### config.mk
export PLATFORM = sky130hd
export DESIGN_NAME = muldiv_sequencer_flat
export DESIGN_NICKNAME = d
export VERILOG_FILES = /design/src/rtl/muldiv_sequencer_pkg.sv /design/src/rtl/muldiv_sequencer_if.sv /design/src/rtl/muldiv_latency_counter.sv /design/src/rtl/muldiv_sequencer.sv /design/src/flat_wrapper.sv
export SDC_FILE = /design/constraint.sdc
export NUM_CORES = 1
export LEC_CHECK = 0
export ABC_CLOCK_PERIOD_IN_PS = 2100
export BUFFER_PORTS_ARGS = -buffer_cell sky130_fd_sc_hd__buf_2
export CORE_MARGIN = 1.5
export CORE_UTILIZATION = 52
export DETAILED_ROUTE_END_ITERATION = 12
export HOLD_SLACK_MARGIN = 0.08
export PLACE_DENSITY = 0.76
export SYNTH_ARGS = -nofsm -noshare
export SYNTH_HDL_FRONTEND = slang
export SYNTH_HIERARCHICAL = 1
export SYNTH_SLANG_ARGS = --single-unit
### constraint.sdc
create_clock -name clk -period 2.1 [get_ports clk]
set_input_delay 0.21 -clock clk [delete_from_list [all_inputs] [get_ports clk]]
set_output_delay 0.21 -clock clk [all_outputs]
set_load 0.02 [all_outputs]
### src/rtl/muldiv_sequencer_pkg.sv
// Shared encodings for the mult/div sequencer: op codes, FSM states and HI/LO source select.
// Control_Unit imports the same package so both sides agree on the op encoding.
package muldiv_sequencer_pkg;

  typedef logic [1:0] op_t;

  localparam op_t OP_MULT = 2'b00;
  localparam op_t OP_DIV  = 2'b01;
  localparam op_t OP_DIVM = 2'b10;
  localparam op_t OP_ILL  = 2'b11;

  localparam logic [2:0] ST_IDLE  = 3'd0;
  localparam logic [2:0] ST_INIT  = 3'd1;
  localparam logic [2:0] ST_WAIT  = 3'd2;
  localparam logic [2:0] ST_WRITE = 3'd3;
  localparam logic [2:0] ST_EXC   = 3'd4;

  localparam logic HL_SEL_DIV  = 1'b0;
  localparam logic HL_SEL_MULT = 1'b1;

  function automatic logic is_div_op(input op_t op);
    return (op == OP_DIV) || (op == OP_DIVM);
  endfunction

endpackage

### src/rtl/muldiv_sequencer_if.sv
// Handshake between Control_Unit (master) and the mult/div sequencer (slave),
// including the control lines the sequencer fans out to mult, div and the HI/LO muxes.
interface muldiv_sequencer_if;
  logic       start;
  logic [1:0] op;
  logic       b_is_zero;
  logic       busy;
  logic       done;
  logic       div_zero_exc;
  logic       mult_init;
  logic       div_init;
  logic       div_op;
  logic       hl_sel;
  logic       hl_load;

  modport master (
    output start, op, b_is_zero,
    input  busy, done, div_zero_exc, mult_init, div_init, div_op, hl_sel, hl_load
  );

  modport slave (
    input  start, op, b_is_zero,
    output busy, done, div_zero_exc, mult_init, div_init, div_op, hl_sel, hl_load
  );
endinterface

### src/rtl/muldiv_latency_counter.sv
// Down-counter that times the fixed mult/div latency; saturates at zero so it never wraps.
module muldiv_latency_counter #(
  parameter int CNT_W = 6
) (
  input  logic             clk,
  input  logic             reset,
  input  logic             load,
  input  logic [CNT_W-1:0] load_val,
  input  logic             dec,
  output logic             zero
);

  logic [CNT_W-1:0] cnt;

  always_ff @(posedge clk or negedge reset) begin
    if (!reset) begin
      cnt <= '0;
    end else if (load) begin
      cnt <= load_val;
    end else if (dec && (cnt != '0)) begin
      cnt <= cnt - 1'b1;
    end
  end

  assign zero = (cnt == '0);

endmodule

### src/rtl/muldiv_sequencer.sv
// Sequences one mult or div operation: init pulse, fixed-latency wait, then HI/LO commit.
// Every output decodes from state/op_q only, so start never reaches an output combinationally.
module muldiv_sequencer
  import muldiv_sequencer_pkg::*;
#(
  parameter int MULT_CYCLES = 32,
  parameter int DIV_CYCLES  = 32,
  parameter int CNT_W       = 6
) (
  input  logic                 clk,
  input  logic                 reset,
  muldiv_sequencer_if.slave    bus
);

  localparam logic [CNT_W-1:0] MULT_LOAD = CNT_W'(MULT_CYCLES - 1);
  localparam logic [CNT_W-1:0] DIV_LOAD  = CNT_W'(DIV_CYCLES - 1);

  logic [2:0] state, state_n;
  op_t        op_q, op_n;
  logic       cnt_load, cnt_dec, cnt_zero;
  logic       in_op;

  always_comb begin
    state_n = state;
    op_n    = op_q;
    case (state)
      ST_IDLE: begin
        if (bus.start && (bus.op != OP_ILL)) begin
          if (is_div_op(bus.op) && bus.b_is_zero) begin
            state_n = ST_EXC;
          end else begin
            state_n = ST_INIT;
            op_n    = bus.op;
          end
        end
      end
      ST_INIT:  state_n = ST_WAIT;
      ST_WAIT:  if (cnt_zero) state_n = ST_WRITE;
      ST_WRITE: state_n = ST_IDLE;
      ST_EXC:   state_n = ST_IDLE;
      default:  state_n = ST_IDLE;
    endcase
  end

  always_ff @(posedge clk or negedge reset) begin
    if (!reset) begin
      state <= ST_IDLE;
      op_q  <= OP_MULT;
    end else begin
      state <= state_n;
      op_q  <= op_n;
    end
  end

  // Counter holds N-1 on entry to WAIT, so WAIT lasts exactly N cycles.
  assign cnt_load = (state == ST_INIT);
  assign cnt_dec  = (state == ST_WAIT);

  muldiv_latency_counter #(
    .CNT_W (CNT_W)
  ) u_latency_counter (
    .clk      (clk),
    .reset    (reset),
    .load     (cnt_load),
    .load_val ((op_q == OP_MULT) ? MULT_LOAD : DIV_LOAD),
    .dec      (cnt_dec),
    .zero     (cnt_zero)
  );

  assign in_op = (state == ST_INIT) || (state == ST_WAIT) || (state == ST_WRITE);

  assign bus.busy         = (state != ST_IDLE);
  assign bus.done         = (state == ST_WRITE);
  assign bus.hl_load      = (state == ST_WRITE);
  assign bus.div_zero_exc = (state == ST_EXC);
  assign bus.mult_init    = (state == ST_INIT) && (op_q == OP_MULT);
  assign bus.div_init     = (state == ST_INIT) && (op_q != OP_MULT);
  // div operand select held through WRITE so the divider sees stable inputs.
  assign bus.div_op       = in_op && (op_q == OP_DIVM);
  assign bus.hl_sel       = (in_op && (op_q == OP_MULT)) ? HL_SEL_MULT : HL_SEL_DIV;

endmodule

### src/flat_wrapper.sv
// flat-port wrapper written by rule: the top's interface ports become plain ports
module muldiv_sequencer_flat import muldiv_sequencer_pkg::*;
#(
  parameter int MULT_CYCLES = 32,
  parameter int DIV_CYCLES  = 32,
  parameter int CNT_W       = 6
)
  (clk, reset, bus_start, bus_op, bus_b_is_zero, bus_busy, bus_done, bus_div_zero_exc, bus_mult_init, bus_div_init, bus_div_op, bus_hl_sel, bus_hl_load);
  muldiv_sequencer_if bus_i ();
  input  logic clk;
  input  logic reset;
  input wire logic [$bits(bus_i.start)-1:0] bus_start;
  input wire logic [$bits(bus_i.op)-1:0] bus_op;
  input wire logic [$bits(bus_i.b_is_zero)-1:0] bus_b_is_zero;
  output wire logic [$bits(bus_i.busy)-1:0] bus_busy;
  output wire logic [$bits(bus_i.done)-1:0] bus_done;
  output wire logic [$bits(bus_i.div_zero_exc)-1:0] bus_div_zero_exc;
  output wire logic [$bits(bus_i.mult_init)-1:0] bus_mult_init;
  output wire logic [$bits(bus_i.div_init)-1:0] bus_div_init;
  output wire logic [$bits(bus_i.div_op)-1:0] bus_div_op;
  output wire logic [$bits(bus_i.hl_sel)-1:0] bus_hl_sel;
  output wire logic [$bits(bus_i.hl_load)-1:0] bus_hl_load;
  assign bus_i.start = bus_start;
  assign bus_i.op = bus_op;
  assign bus_i.b_is_zero = bus_b_is_zero;
  assign bus_busy = bus_i.busy;
  assign bus_done = bus_i.done;
  assign bus_div_zero_exc = bus_i.div_zero_exc;
  assign bus_mult_init = bus_i.mult_init;
  assign bus_div_init = bus_i.div_init;
  assign bus_div_op = bus_i.div_op;
  assign bus_hl_sel = bus_i.hl_sel;
  assign bus_hl_load = bus_i.hl_load;
  muldiv_sequencer #(.MULT_CYCLES(MULT_CYCLES), .DIV_CYCLES(DIV_CYCLES), .CNT_W(CNT_W)) u_core (.clk(clk), .reset(reset), .bus(bus_i));
endmodule
==> reports/results.ini <==
[timing]
timing.final.crit_share_pct=88.19
finalHoldViolCount=0
fin_skew_ps=3.960
holdWs_ps=193.0
rsz0062_at_grt=no
slew_violations=0
setup_viol=0
fmax_mhz=540.0
period_minus_slack_ps=1852
tns_ps=0

[drt]
routed_via_density=5.864
routed_wirelength_um=1578
first_pass_iters=4
ant_nets=0
vias=645
drc=0
drt_first_iter_violations=14
routedWlPerCell_um=14.35

[critical_path]
criticalPathCategory=flop to flop
crit_start=u_core/state[2]
reg2reg_slack_ps=250
arrival_ps=2030
r2r-start=u_core/state[2]
rr_worst_depth=4
startpoint_type=flop
worstSetupEndpoint=u_core/u_latency_counter/cnt[3]
required_ps=2270
critPathMaxFanout=8
reg2reg_to=u_core/u_latency_counter/cnt[3]
worstSetupEndpointType=flop

[cts]
numCtsBuffers=3
clkTransAtPathRegs_ps=70
cts_max_level=1
cts_sinks=11
clk_path_buf_depth=2
cts_tree=built
clk_latency_ps=270
post_cts_resized=0
cts_root_buf=clkbuf_4

[synth]
synth.area.top_cells=dfrtp_1 38%, ha_1 5.2%, mux2_4 4.2%
synth_cell_types=37
ys_seq_area_share_pct=38.13
synth_top_area_share_pct=38.13
ys_ff_latch=11
synth_cells=75
avgSynthCellArea_um2=9.626
syn_area_um2=721.9
synth_top_cell_by_area=dfrtp_1
yosysWarningCount=6

[placed_design]
io_buffers=13
placed_area_um2=812.0
gp_congestion=0.7387
dp_hpwl_um=1209

[grt]
grt_pass1_wl_um=2373
grt_max_degree=12
grt_overflow_total=0
antenna_found_initial=0
grt_pass1_vias=551
grt_use_total_pct=23.64

[floorplan]
ioPinCount=14
die_width_um=40.26
die_height_um=40.26
die-area_um2=1621
core_area_um2=1301
initial_utilization_pct=55.48
std_cell_rows=13

[cells_and_area]
drive_gt1_share_pct=24.21
synthToLayoutAreaGrowth_pct=17.50
final_common_cell=buf_2
diodes=0
fin_area_um2=848.3
nNetsFinal=105
fill_cells=116
mostFrequentLayoutCells=13 x buf_2, 11 x dfrtp_1, 6 x nor2_1, 6 x conb_1, 5 x inv_1

[power]
switching_share_pct=42.40
cellPowerDensity_nw_per_um2=1309
pwr-share-comb_pct=49.9
p_int_mw=0.6396
clkPwrFrac_pct=12.9
p_switching_mw=0.4709
seqPwrFrac_pct=37.2
fin_total_pwr_mw=1.110
peakVddDrop_mv=0.6546
p_leak_nw=0.4130

[run]
max-cap-violations=0

[status]
status=finished, final reports clean

[worst_hold_path]
hold_path_class=input pin to flop

==> per-layer routing <==
metal	part of all wire [%]	GRT usage [%]
met2	49	38.71
met3	6.8	10.00
met4	0.32	7.500
met5	0	0
met1	44	27.84
==> power by group through the flow <==
stage / registers [mW] / logic (mW) / clock network (mW)
2_1_floorplan: 0.383 / 0.428 / 0
3_3_place_gp: 0.406 / 0.522 / 0
3_5_place_dp: 0.413 / 0.548 / 0
4_1_cts: 0.408 / 0.552 / 0.150
5_1_grt: 0.426 / 0.611 / 0.157
6_report: 0.413 / 0.555 / 0.143
==> metrics by stage <==
step / utilization [%] / setup WS [ps] / cells
final: 65.19 / 248.1 / 110
after global placement: 62.40 / 402.3 / 105
after detailed placement: 62.40 / 277.7 / 105
after CTS: 65.19 / 257.9 / 110
after global routing: 65.19 / 206.2 / 110
after floorplan: - / 140.7 / 79
==> synthesized netlist by cell type <==
cell type / n
and2b_1: 1
nand2b_1: 2
nor2_1: 6
o22ai_1: 1
nand3_1: 1
o31ai_1: 2
a211oi_1: 1
or3b_1: 3
or3_1: 1
nor4b_1: 1
buf_4: 1
a2bb2oi_1: 1
or3b_2: 1
and3b_1: 1
nor3_1: 1
ha_1: 3
or4_1: 3
o21ai_0: 1
dfrtp_1: 11
or3_4: 1
a31oi_1: 2
o211ai_1: 2
inv_1: 5
and2_1: 1
conb_1: 2
nor3b_1: 3
nand3b_1: 1
nor4_1: 1
mux2_4: 2
a21oi_1: 2
buf_1: 1
nand3b_4: 1
nand2_2: 1
o211a_1: 1
o2111ai_1: 2
nand2_1: 4
buf_2: 1
==> flip-flops by register name, summed over array words and instances, names as in the netlist <==
register,count
u_core/state,3
u_core/u_latency_counter/cnt,6
u_core/op_q,2
==> logic make-up (layout without fill, tap and decap cells) <==
group	Yosys count	count (layout)	share of synthesized area, %
flops	11	11	38.13
compound gates	15	15	14.90
mux	2	2	4.160
other cells	2	6	1.040
fa+ha+maj	3	3	5.200
simple gates	34	34	31.72
buf+inv	8	24	4.852
==> how the worst min path moves through the flow <==
stage,startpoint,to,depth (start not counted)
floorplan,reset,u_core/op_q[0],0
global placement,reset,u_core/u_latency_counter/cnt[3],1
detailed placement,reset,u_core/u_latency_counter/cnt[5],1
CTS,bus_op[1],u_core/op_q[1],2
global route,bus_op[1],u_core/op_q[1],2
finish,bus_op[1],u_core/op_q[1],2
==> worst max-delay path: stages, from the launching register on <==
cell	delay [ps]
dfrtp_1	450
nor3b_1	260
or3b_1	420
or4_1	420
o211ai_1	210
==> timing repair <==
item | 4_1_cts | 5_1_grt
hold endpoints to repair | 11 | 0
hold buffers | 1 | 0
endpoints found under the setup margin | 0 | 0
buffers inserted | 0 | 0
==> cell type report <==
| cell class | count | area (um^2) | area share, % |
|---|---|---|---|
| clock buffers | 4 | 26.28 | 3.097 |
| multi-input cells | 60 | 426.7 | 50.29 |
| repair buffers | 15 | 82.58 | 9.735 |
| well taps | 15 | 18.77 | 2.212 |
| inverters | 5 | 18.77 | 2.212 |
| flip-flops and latches | 11 | 275.3 | 32.45 |
(Power assumes the default switching activity.)
